## config.mk

```make
export PLATFORM = sky130hd
export DESIGN_NAME = mem_arbiter
export DESIGN_NICKNAME = d
export VERILOG_FILES = /design/src/rtl/mem_arb_pkg.sv /design/src/rtl/arb_starve_ctr.sv /design/src/rtl/mem_arbiter.sv
export SDC_FILE = /design/constraint.sdc
export NUM_CORES = 1
export LEC_CHECK = 0
export BUFFER_PORTS_ARGS = -buffer_cell sky130_fd_sc_hd__buf_2
export CORE_AREA = 2 2 83 85
export DETAILED_ROUTE_END_ITERATION = 7
export DIE_AREA = 0 0 85 87
export PLACE_DENSITY = 0.73
export SYNTH_ARGS = -nofsm -noshare
export SYNTH_HDL_FRONTEND = slang
export SYNTH_SLANG_ARGS = --single-unit
```

## constraint.sdc

```tcl
create_clock -name clk -period 1.67 [get_ports clk]
set_clock_uncertainty 0.05 [all_clocks]
set_input_delay 0.2505 -clock clk [delete_from_list [all_inputs] [get_ports clk]]
set_output_delay 0.2505 -clock clk [all_outputs]
set_load 0.05 [all_outputs]
```

## src/rtl/mem_arb_pkg.sv

```systemverilog
// Shared types and constants for the instruction/data memory arbiter.
package mem_arb_pkg;

    // Which port owns the read data coming back from memory this cycle.
    typedef enum logic [1:0] {
        NONE   = 2'd0,
        IFETCH = 2'd1,
        DLOAD  = 2'd2
    } rsp_owner_t;

    // Access size encodings understood by the memory.
    localparam logic [1:0] SIZE_BYTE = 2'b00;
    localparam logic [1:0] SIZE_HALF = 2'b01;
    localparam logic [1:0] SIZE_WORD = 2'b10;

    // A granted data access produces a response only when it is a load.
    function automatic logic is_load(input logic gnt, input logic we);
        return gnt & ~we;
    endfunction

endpackage

```

## src/rtl/arb_starve_ctr.sv

```systemverilog
// Counts consecutive data grants while a fetch is waiting and raises
// force_i once the streak reaches STARVE_MAX, so fetch cannot starve.
module arb_starve_ctr #(
    parameter int STARVE_MAX = 4
) (
    input  logic       clk,
    input  logic       rst,
    input  logic       i_req,
    input  logic       d_gnt,
    input  logic       i_gnt,
    output logic       force_i,
    output logic [3:0] streak
);

    localparam logic [3:0] STREAK_LIMIT = 4'(STARVE_MAX);

    logic [3:0] streak_nxt;

    // Next streak value: cleared when fetch is served or not waiting, saturating count otherwise.
    always_comb begin
        streak_nxt = streak;
        if (!i_req) begin
            streak_nxt = 4'd0;
        end else if (i_gnt) begin
            streak_nxt = 4'd0;
        end else if (d_gnt) begin
            if (streak >= STREAK_LIMIT) begin
                streak_nxt = STREAK_LIMIT;
            end else begin
                streak_nxt = streak + 4'd1;
            end
        end else begin
            streak_nxt = streak;
        end
    end

    // Streak register with asynchronous clear.
    always_ff @(posedge clk or negedge rst) begin
        if (!rst) begin
            streak <= 4'd0;
        end else begin
            streak <= streak_nxt;
        end
    end

    // Fetch must win once D has been granted STARVE_MAX times in a row while it waited.
    always_comb begin
        force_i = i_req & (streak == STREAK_LIMIT);
    end

endmodule

```

## src/rtl/mem_arbiter.sv

```systemverilog
// Arbitrates the shared byte-lane data memory between instruction fetch (I)
// and load/store (D). D has priority except when the starvation counter
// forces an I grant. One access per cycle; read data returns next cycle
// to whichever port issued it.
module mem_arbiter
    import mem_arb_pkg::*;
#(
    parameter int SIZE_LOG2  = 13,
    parameter int STARVE_MAX = 4
) (
    input  logic                 clk,
    input  logic                 rst,
    input  logic                 i_req,
    input  logic [SIZE_LOG2-1:0] i_addr,
    input  logic                 i_flush,
    output logic                 i_gnt,
    output logic                 i_rvalid,
    output logic [31:0]          i_rdata,
    input  logic                 d_req,
    input  logic                 d_we,
    input  logic [1:0]           d_size,
    input  logic                 d_signed,
    input  logic [SIZE_LOG2-1:0] d_addr,
    input  logic [31:0]          d_wdata,
    output logic                 d_gnt,
    output logic                 d_rvalid,
    output logic [31:0]          d_rdata,
    output logic                 mem_WE,
    output logic [1:0]           mem_MemSize,
    output logic                 mem_MemSigned,
    output logic [SIZE_LOG2-1:0] mem_A,
    output logic [31:0]          mem_WD,
    input  logic [31:0]          mem_RD
);

    logic       force_i;
    logic [3:0] streak;
    rsp_owner_t rsp_owner;
    logic       i_rvalid_r;
    logic       d_rvalid_r;

    arb_starve_ctr #(
        .STARVE_MAX (STARVE_MAX)
    ) u_starve (
        .clk     (clk),
        .rst     (rst),
        .i_req   (i_req),
        .d_gnt   (d_gnt),
        .i_gnt   (i_gnt),
        .force_i (force_i),
        .streak  (streak)
    );

    // Grant decision: D first unless fetch is being forced; nothing granted in reset.
    always_comb begin
        d_gnt = rst & d_req & ~force_i;
        i_gnt = rst & i_req & ~d_gnt;
    end

    // Steer the winning port onto the memory; idle drives a harmless word read of address 0.
    always_comb begin
        mem_WE        = 1'b0;
        mem_MemSize   = SIZE_WORD;
        mem_MemSigned = 1'b0;
        mem_A         = {SIZE_LOG2{1'b0}};
        mem_WD        = 32'h0000_0000;
        if (d_gnt) begin
            mem_WE        = d_we;
            mem_MemSize   = d_size;
            mem_MemSigned = d_signed;
            mem_A         = d_addr;
            mem_WD        = d_wdata;
        end else if (i_gnt) begin
            mem_A = i_addr;
        end else begin
            mem_A = {SIZE_LOG2{1'b0}};
        end
    end

    // Response-owner FSM and rvalid flags, tracking who gets next cycle's read data.
    always_ff @(posedge clk or negedge rst) begin
        if (!rst) begin
            rsp_owner  <= NONE;
            i_rvalid_r <= 1'b0;
            d_rvalid_r <= 1'b0;
        end else begin
            i_rvalid_r <= i_gnt & ~i_flush;
            d_rvalid_r <= is_load(d_gnt, d_we);
            if (i_gnt) begin
                rsp_owner <= IFETCH;
            end else if (is_load(d_gnt, d_we)) begin
                rsp_owner <= DLOAD;
            end else begin
                rsp_owner <= NONE;
            end
        end
    end

    // Route memory read data to its owner; a flush in the response cycle hides the fetch.
    always_comb begin
        i_rvalid = i_rvalid_r & ~i_flush;
        d_rvalid = d_rvalid_r;
        i_rdata  = 32'h0000_0000;
        d_rdata  = 32'h0000_0000;
        case (rsp_owner)
            IFETCH:  i_rdata = mem_RD;
            DLOAD:   d_rdata = mem_RD;
            NONE:    i_rdata = 32'h0000_0000;
            default: d_rdata = 32'h0000_0000;
        endcase
    end

endmodule

```

==> impl_metrics.py <==
metrics = {
    "outcome": {
        "status": "complete, but fails checks",
        "violations": "setup timing",
    },
    "final_layout": {
        "final_cells": 471,
        "nFillCells": 581,
        "nets": 494,
        "layout_common_cells": "101 x buf_2, 64 x and2_1, 52 x buf_4, 35 x buf_6, 26 x clkbuf_4",
        "drive_gt1_share_pct": 76.21,
        "regArea_sq_um": 200.2,
        "final_common_cell": "buf_2",
        "antenna_cells_inserted": 0,
        "area_growth_pct": 169.1,
        "finish.utilization_pct": 50.90,
        "multi_input_area_sq_mm": 0.001111,
    },
    "floorplanning": {
        "row_count": 30,
        "core_region_area_sq_mm": 0.006569,
        "dieArea_sq_mm": 0.007395,
        "ioPinCount": 216,
        "start_util_pct": 18.91,
        "die_y_um": 87,
        "die_width_um": 85,
    },
    "setup_path": {
        "cp_max_fo": 38,
        "ff2ff_path_depth": 7,
        "reg2reg_to": "u_starve.streak[2]",
        "critPathRequiredTime_ps": 1370,
        "criticalPathCategory": "reg -> out",
        "start_kind": "flip-flop",
        "cp_slowest_stage_delay_ps": 350,
        "cp.depth": 6,
        "critPathBufInv": 3,
        "reg2reg_from": "u_starve.streak[1]",
        "worst_setup_path_end_kind": "output pin",
        "r2r_slack_ps": 70,
        "cp_cell_sequence": "inv_2 > ha_4 > a41oi_4 > buf_12 > and2_2 > buf_6",
        "cp_top_family": "buffers and inverters",
        "arrival_ps": 1650,
        "crit_slowest_cell": "dfrtp_1",
    },
    "logic_synthesis": {
        "synth_cells": 161,
        "synth_edf_count": 0,
        "yosysUniqueCellTypes": 23,
        "synth_seq_cells": 8,
        "syn_area_sq_mm": 0.001242,
        "ys_seq_area_share_pct": 16.11,
        "syn_area_per_cell_sq_um": 7.717,
        "async_flop_share_pct": 100.0,
        "yosysWarnings": 0,
        "synth_nets": 262,
        "synthFlopType": "dfrtp_1",
    },
    "clocking": {
        "cts_max_level": 1,
        "cts.clk_slew.worst_paths_ps": 40,
        "cts_tree": "built",
        "numCtsBuffers": 3,
        "clk_latency_ps": 230,
        "clk_path_buf_depth": 2,
        "root_buffer": "clkbuf_8",
        "numClockSinks": 8,
    },
    "timing": {
        "period_needed_ps": 1948,
        "setup_slack_ps": -278.3,
        "fmax_ghz": 0.5133,
        "hold_viol": 0,
        "setup_violations": 51,
        "rsz0062_at_grt": "true",
        "finalMaxSlewViolations": 0,
        "tns_ps": -12450,
        "tightest_slew_ps": 325.9,
        "period_share_pct": 116.7,
        "slew-limit-headroom_pct": 78.20,
    },
    "place": {
        "post-dp-hpwl_um": 4382,
        "place_inst": 459,
        "portBuffers": 215,
        "place_congestion": 0.7373,
    },
    "grt": {
        "overflow": 0,
        "antenna_found_initial": 0,
        "grt_max_degree": 39,
        "grt_pass1_vias": 1955,
        "globalRouteTotalUtil_pct": 14.62,
        "grt_pass1_wl_um": 8907,
    },
    "min_path": {
        "hold_path.startpoint": "i_flush",
        "holdPathEnd": "i_rvalid_r",
        "hold_path_class": "in -> reg",
        "hold_depth": 2,
    },
    "drt": {
        "num_vias": 1979,
        "vias_per_cell": 4.202,
        "first_iter_violations": 38,
        "routedWlPerCell_um": 13.33,
        "wl_um": 6278,
        "drtAntennaViolNets": 0,
        "drc": 0,
        "firstDrtPassIters": 4,
    },
    "power": {
        "irDropWorstVdd_uv": 394.9,
        "p_leak_nw": 1.855,
        "powerDensity_mw_per_mm2": 406.6,
    },
    "flow_run": {
        "drv_cap": 0,
    },
}
## power breakdown
| group | total, mW | switching, mW | internal [mW] |
|---|---|---|---|
| Combinational | 0.923 | 0.537 | 0.386 |
| Clock | 0.233 | 0.0770 | 0.156 |
| Sequential | 0.203 | 0.00283 | 0.200 |
## registers in the layout, summed over array words and instances (netlist names)
name	cells
rsp_owner	2
u_starve.streak	4
d_rvalid	1
i_rvalid_r	1
## metal layers
layer,track usage [%],wire length (um)
met4,4.473,64
met5,0,0
met3,2.180,380
met1,15.03,2124
met2,29.90,3709
## metrics by stage
step	instance area (sq um)	hold slack [ps]	worst slack (ps)	total power, mW
4_1_cts	3206	267.7	-275.9	1.329
6_report	3343	269.9	-278.3	1.359
3_5_place_dp	2649	184.6	-115.9	0.9730
3_3_place_gp	2649	184.4	-96.66	0.9631
2_1_floorplan	1409	-95.09	-64.73	0.7273
5_1_grt	3343	294.0	-370.0	1.419
## cell families after synthesis
| kind of cell | Yosys count | share of synthesized area [%] |
|---|---|---|
| buffers and inverters | 16 | 8.458 |
| flip-flops | 8 | 16.11 |
| AO/OA/AOI/OAI | 18 | 15.31 |
| AND/OR/NAND/NOR | 117 | 58.11 |
| adder cells (fa/ha/maj) | 2 | 2.014 |
## synth_stat cells, drive strengths merged, types with 2 or more instances
master	count	share of area, %
clkbuf	6	1.8
a22o	13	10
ha	2	2.0
nand2	3	1.1
inv	4	1.2
nor2	4	1.2
nor2b	3	1.5
dfrtp	8	16
and2	99	50
and2b	3	1.8
buf	6	5.4
## repair_timing
item | CTS | global route
setup buffers | 6 | 1
gates resized for setup | 150 | 49
pin swaps | 1 | 3
endpoints found under the hold margin | 8 | 0
setup endpoints to repair | 106 | 113
gates cloned | 1 | 0
hold buffers | 1 | 0
## worst max path at each step
stage / from / endpoint / slack, ps
3_5_place_dp: u_starve.streak[0] / mem_A[12] / -120
2_1_floorplan: u_starve.streak[0] / mem_A[10] / -60
3_3_place_gp: u_starve.streak[0] / mem_A[12] / -100
5_1_grt: u_starve.streak[1] / mem_WD[8] / -370
6_report: u_starve.streak[0] / mem_WD[10] / -280
4_1_cts: u_starve.streak[1] / mem_WD[1] / -280
## layout make-up
| type | instances | area share, % |
|---|---|---|
| Multi-Input combinational cell | 137 | 33.23 |
| Sequential cell | 8 | 5.988 |
| Timing Repair Buffer | 239 | 56.10 |
| Tap cell | 80 | 2.994 |
| Inverter | 4 | 0.4491 |
| Clock buffer | 3 | 1.235 |
Note: power is estimated with default switching activity, not from simulation.
